===== src/rtl/imm_encoder.sv =====
// imm_encoder: packs an opcode, register fields and a 32-bit immediate into an
// RV32 instruction word. This is the inverse of the core's immediate generator.
// It also flags immediates that the target format cannot represent.
// Two-stage valid/ready pipeline with saturating statistics counters.
//
// Ports:
//   clk, rst            clock (rising edge), synchronous active-high reset
//   in_valid/in_ready   request handshake
//   in_opcode, in_rd, in_rs1, in_rs2, in_funct3, in_imm
//                       request fields; in_imm is in sign-extended form
//   out_valid/out_ready result handshake
//   out_instr, out_err  encoded word; error code
//                       0 ok, 1 range, 2 alignment, 3 unsupported opcode
//   enc_count           output handshakes, saturating
//   err_count           output handshakes with out_err != 0, saturating
module imm_encoder #(
    parameter int CNT_W = 16
) (
    input  logic             clk,
    input  logic             rst,
    input  logic             in_valid,
    output logic             in_ready,
    input  logic [6:0]       in_opcode,
    input  logic [4:0]       in_rd,
    input  logic [4:0]       in_rs1,
    input  logic [4:0]       in_rs2,
    input  logic [2:0]       in_funct3,
    input  logic [31:0]      in_imm,
    output logic             out_valid,
    input  logic             out_ready,
    output logic [31:0]      out_instr,
    output logic [1:0]       out_err,
    output logic [CNT_W-1:0] enc_count,
    output logic [CNT_W-1:0] err_count
);

    typedef enum logic [2:0] {FMT_U, FMT_I, FMT_S, FMT_J, FMT_X} fmt_e;

    logic        s1_valid;
    logic [6:0]  s1_opcode;
    logic [4:0]  s1_rd;
    logic [4:0]  s1_rs1;
    logic [4:0]  s1_rs2;
    logic [2:0]  s1_funct3;
    logic [31:0] s1_imm;
    logic        s2_valid;
    logic        s2_load;

    fmt_e        fmt;
    logic [31:0] enc_instr;
    logic [1:0]  enc_err;
    logic        fits12;
    logic        fits21;

    assign s2_load   = !s2_valid || out_ready;
    assign in_ready  = !s1_valid || s2_load;
    assign out_valid = s2_valid;

    // Stage 1: register request fields
    always_ff @(posedge clk) begin
        if (rst) begin
            s1_valid  <= 1'b0;
            s1_opcode <= '0;
            s1_rd     <= '0;
            s1_rs1    <= '0;
            s1_rs2    <= '0;
            s1_funct3 <= '0;
            s1_imm    <= '0;
        end else if (in_ready) begin
            s1_valid <= in_valid;
            if (in_valid) begin
                s1_opcode <= in_opcode;
                s1_rd     <= in_rd;
                s1_rs1    <= in_rs1;
                s1_rs2    <= in_rs2;
                s1_funct3 <= in_funct3;
                s1_imm    <= in_imm;
            end
        end
    end

    always_comb begin
        fmt = FMT_X;
        case (s1_opcode)
            7'b0010111, 7'b0110111:             fmt = FMT_U;
            7'b1100111, 7'b0000011, 7'b0010011: fmt = FMT_I;
            7'b0100011:                         fmt = FMT_S;
            7'b1101111:                         fmt = FMT_J;
            default:                            fmt = FMT_X;
        endcase
    end

    // A value fits a signed N-bit field when every bit above bit N-2 matches
    // the sign bit.
    assign fits12 = (&s1_imm[31:11]) || !(|s1_imm[31:11]);
    assign fits21 = (&s1_imm[31:20]) || !(|s1_imm[31:20]);

    always_comb begin
        enc_instr = '0;
        enc_err   = 2'd0;
        case (fmt)
            FMT_U: begin
                enc_instr = {s1_imm[31:12], s1_rd, s1_opcode};
                enc_err   = (s1_imm[11:0] != 12'd0) ? 2'd2 : 2'd0;
            end
            FMT_I: begin
                enc_instr = {s1_imm[11:0], s1_rs1, s1_funct3, s1_rd, s1_opcode};
                enc_err   = fits12 ? 2'd0 : 2'd1;
            end
            FMT_S: begin
                enc_instr = {s1_imm[11:5], s1_rs2, s1_rs1, s1_funct3,
                             s1_imm[4:0], s1_opcode};
                enc_err   = fits12 ? 2'd0 : 2'd1;
            end
            FMT_J: begin
                enc_instr = {s1_imm[20], s1_imm[10:1], s1_imm[11],
                             s1_imm[19:12], s1_rd, s1_opcode};
                // Alignment is reported ahead of range
                if (s1_imm[0])    enc_err = 2'd2;
                else if (!fits21) enc_err = 2'd1;
                else              enc_err = 2'd0;
            end
            default: begin
                enc_instr = {7'b0, s1_rs2, s1_rs1, s1_funct3, s1_rd, s1_opcode};
                enc_err   = 2'd3;
            end
        endcase
    end

    // Stage 2: register encoded word; holds while stalled
    always_ff @(posedge clk) begin
        if (rst) begin
            s2_valid  <= 1'b0;
            out_instr <= '0;
            out_err   <= '0;
        end else if (s2_load) begin
            s2_valid <= s1_valid;
            if (s1_valid) begin
                out_instr <= enc_instr;
                out_err   <= enc_err;
            end
        end
    end

    always_ff @(posedge clk) begin
        if (rst) begin
            enc_count <= '0;
            err_count <= '0;
        end else if (out_valid && out_ready) begin
            if (enc_count != '1) enc_count <= enc_count + 1'b1;
            if (out_err != 2'd0 && err_count != '1) err_count <= err_count + 1'b1;
        end
    end

endmodule

===== config.mk =====
export PLATFORM = sky130hd
export DESIGN_NAME = imm_encoder
export DESIGN_NICKNAME = d
export VERILOG_FILES = /design/src/rtl/imm_encoder.sv
export SDC_FILE = /design/constraint.sdc
export NUM_CORES = 1
export LEC_CHECK = 0
export BUFFER_PORTS_ARGS = -buffer_cell sky130_fd_sc_hd__buf_2
export CAP_MARGIN = 20
export CORE_MARGIN = 4
export CORE_UTILIZATION = 50
export DETAILED_ROUTE_END_ITERATION = 16
export PLACE_DENSITY_LB_ADDON = 0.15
export SLEW_MARGIN = 20
export SYNTH_ARGS = -nofsm -noshare
export SYNTH_HDL_FRONTEND = slang
export SYNTH_SLANG_ARGS = --single-unit
export TNS_END_PERCENT = 10

===== constraint.sdc =====
create_clock -name clk -period 2.6 [get_ports clk]
set_clock_uncertainty 0.15 [all_clocks]
set_input_delay 0.52 -clock clk [delete_from_list [all_inputs] [get_ports clk]]
set_output_delay 0.52 -clock clk [all_outputs]
set_load 0.03 [all_outputs]

==> results.md <==
- Vias: 5016
- Number of register bits inferred by synthesis: 125
- Sink Count: 125
- Lkg Pwr: 2.70 nW
- CTS tree: yes
- Type of the worst setup path: flip-flop to primary output
- Critical path's slowest cell: dfxtp_1
- Crit path cell chain: nor2b_1, nand2_1, buf_2
- Most used DFF post-synth: dfxtp_1
- 1st-iter DRT viols: 499
- Syn-to-layout area delta: 26.5%
- Multi-input gate area: 2630 um2
- Switching power share of the total: 0.236
- Drt pass-1 iters: 5
- Combinational power share: 0.078
- Worst-Margin Slew: 700 ps
- Starting Density: 0.514
- Setup-failing EPs final: 0
- Endpoint class of the critical path: primary output
- Post-layout minimum cycle time: 2280 ps
- Pins Over Slew Limit: 0
- Row count: 37
- Commonest non-fill, non-tap cell in the layout: nand2_1
- IO Count: 129
- Fin Setup TNS: 0 ps
- EDFF count, synth: 0
- Final WL: 14000 um
- Buffers and inverters on the worst path: 1
- Count of final hold-check violations: 0
- Pre-CTS setup slack: 477 ps
- Number of diodes: 0
- Hold crit path type: input pin to flip-flop
- Die H: 111 um
- Post-CTS resize count: 0
- Num CTS Buffers: 17
- Longest Clk Path Bufs: 2
- Clock group share of total power: 0.509
- Async S/R FF share, synth: 0
- Crit-path max cell delay: 390 ps
- Root Buffer: clkbuf_8
- Library cells used by synthesis: 57
- Worst setup margin: 323 ps
- PD cells: 746 nW/um2
- Syn Area/Cell: 8.26 um2
- CTS clk-pin slew, worst paths: 60 ps
- Largest net degree at the start of global routing: 50
- GRT overflow: 0
- RSZ-0062 raised after global routing: false
- Hold Slack: 91.1 ps
- H-tree depth: 4
- Residual DRC: 0
- Port Buffer Count: 128
- RePlAce Congestion: 0.813
- Psw: 0.00118 W
- Setup Buffers After CTS: 0
- Mapped cell area: 5300 um2
- Mapped Nets: 705
- Synthesis Warnings: 0
- First-pass GRT wire length: 23000 um
- GRT Util Overall: 0.226
- Fillers: 903
- Layout cells sized above 1: 0.234
- Nets@finish: 823
- Hold-fix buffers at CTS: 0
- Final Power: 0.00500 W
- Highest-count cells in the layout ignoring fill and taps: nand2_1, buf_2, dfxtp_1
- Critical Path RT: 1930 ps
- Sequential-to-total area share from yosys stat: 0.472
- Status: complete, no violations
- Critical Path Start Type: flip-flop
- Slew headroom: 0.530
- Max-Cap Viols: 0
- Die ar.: 12300 um2
- Die W: 111 um
- Fmax: 439 MHz
- Via-to-Cell Ratio: 5.52
- Peak VDD IR: 416 uV
- Worst EP arrival: 1610 ps
- Internal power: 0.00382 W
- Sequential share of power: 0.414
- Vias in the first global route: 4810
- Core Footprint: 10300 um2
- Routed len/inst: 15.4 um
- Fin crit share: 0.876
- Critical Path Fanout Max: 5
- Storage element area: 2500 um2
- Clock latency on the worst-skew pair: 510 ps
- Cells after Synth: 642
- Post-route ant nets: 0
- HPWL Detailed: 9920 um
- Family with the most delay on the worst path: simple AND/OR/NAND/NOR gates
- Initial antenna violation count: 0
## through the flow
step / area [um2] / utilization / instances
5_1_grt: 6700 / 0.649 / 909
4_1_cts: 6700 / 0.649 / 909
3_5_place_dp: 6060 / 0.587 / 877
6_report: 6700 / 0.649 / 909
2_1_floorplan: 5300 / - / 642
3_3_place_gp: 6060 / 0.587 / 877
## synthesized netlist by cell type, types with 2 or more instances
cell type | instances | area (um2)
nand2_1 | 147 | 552
dfxtp_1 | 125 | 2500
a21oi_1 | 71 | 355
nor2_1 | 56 | 210
clkbuf_1 | 29 | 109
a211oi_1 | 22 | 165
nor3_1 | 17 | 85.1
nand3_1 | 16 | 80.1
nand4_1 | 16 | 100
xnor2_1 | 16 | 140
mux2i_1 | 11 | 110
xor2_1 | 11 | 96.3
a22oi_1 | 8 | 60.1
a221oi_1 | 7 | 61.3
nor4_1 | 7 | 43.8
o22ai_1 | 7 | 43.8
and3_1 | 5 | 31.3
buf_2 | 5 | 25.0
inv_1 | 5 | 18.8
buf_1 | 4 | 15.0
nor3b_1 | 4 | 30.0
and2_1 | 3 | 18.8
nor2b_1 | 3 | 18.8
o21ai_0 | 3 | 15.0
o21bai_1 | 3 | 22.5
or3_1 | 3 | 18.8
a2111oi_0 | 2 | 17.5
a222oi_1 | 2 | 20.0
ha_1 | 2 | 25.0
nand2b_1 | 2 | 12.5
nand3b_1 | 2 | 15.0
nand4b_1 | 2 | 17.5
o41ai_1 | 2 | 17.5
## power groups by stage
stage          registers (W)  clock network [W]  logic, W
2_1_floorplan        0.00214                  0  0.000210
3_3_place_gp         0.00211                  0  0.000383
3_5_place_dp         0.00211                  0  0.000389
4_1_cts              0.00207            0.00258  0.000391
5_1_grt              0.00208            0.00268  0.000430
6_report             0.00207            0.00254  0.000389
## worst register-to-register path: cells and delay by family, from the launching register on
kind	cells	cell delay, ps
simple gates	4	980
flops	1	450
compound gates	1	400
## routing by layer
| metal | global-route usage | wire length [um] | vias up |
|---|---|---|---|
| met4 | 0.0796 | 188 | 0 |
| met3 | 0.0551 | 908 | 14 |
| met2 | 0.373 | 6730 | 163 |
| met1 | 0.287 | 6140 | 2349 |
| met5 | 0 | 0 | - |
| li1 | - | - | 2490 |
## sequential cells by signal, summed over array words and instances, names as in the netlist
register and cells:
enc_count 16, err_count 16, out_err 2, out_instr 32
out_valid 1, s1_funct3 3, s1_imm 32, s1_opcode 7
s1_rd 5, s1_rs1 5, s1_rs2 5, s1_valid 1
## path summary, 6_finish.rpt
path | startpoint | end | slack [ps] | cells after the start
worst max-delay path | out_valid | in_ready | 320 | 3
worst min-delay path | in_imm[0] | s1_imm[0] | 90 | 3
worst max register to register | s1_opcode[4] | out_err[1] | 490 | 5
worst min register to register | out_instr[4] | out_instr[4] | 300 | 2
## cells by family (layout without fill, tap and decap cells)
logic type | count (synthesis) | after routing | synth area share
buffers and inverters | 44 | 175 | 0.0337
muxes | 11 | 11 | 0.0208
AOI/OAI and AO/OA | 140 | 140 | 0.170
adders and majority gates | 2 | 2 | 0.00472
xor gates and xnor gates | 27 | 27 | 0.0446
DFF | 125 | 125 | 0.472
and+or+nand+nor | 293 | 293 | 0.254
## layout make-up
| class | count | share of cell area |
|---|---|---|
| clock inverters | 14 | 0.0321 |
| well taps | 136 | 0.0254 |
| multi-input cells | 473 | 0.392 |
| clock buffers | 18 | 0.0638 |
| repair buffers | 138 | 0.111 |
| inverters | 5 | 0.00280 |
| flip-flops and latches | 125 | 0.373 |
Note: power is estimated with default switching activity, not from simulation.
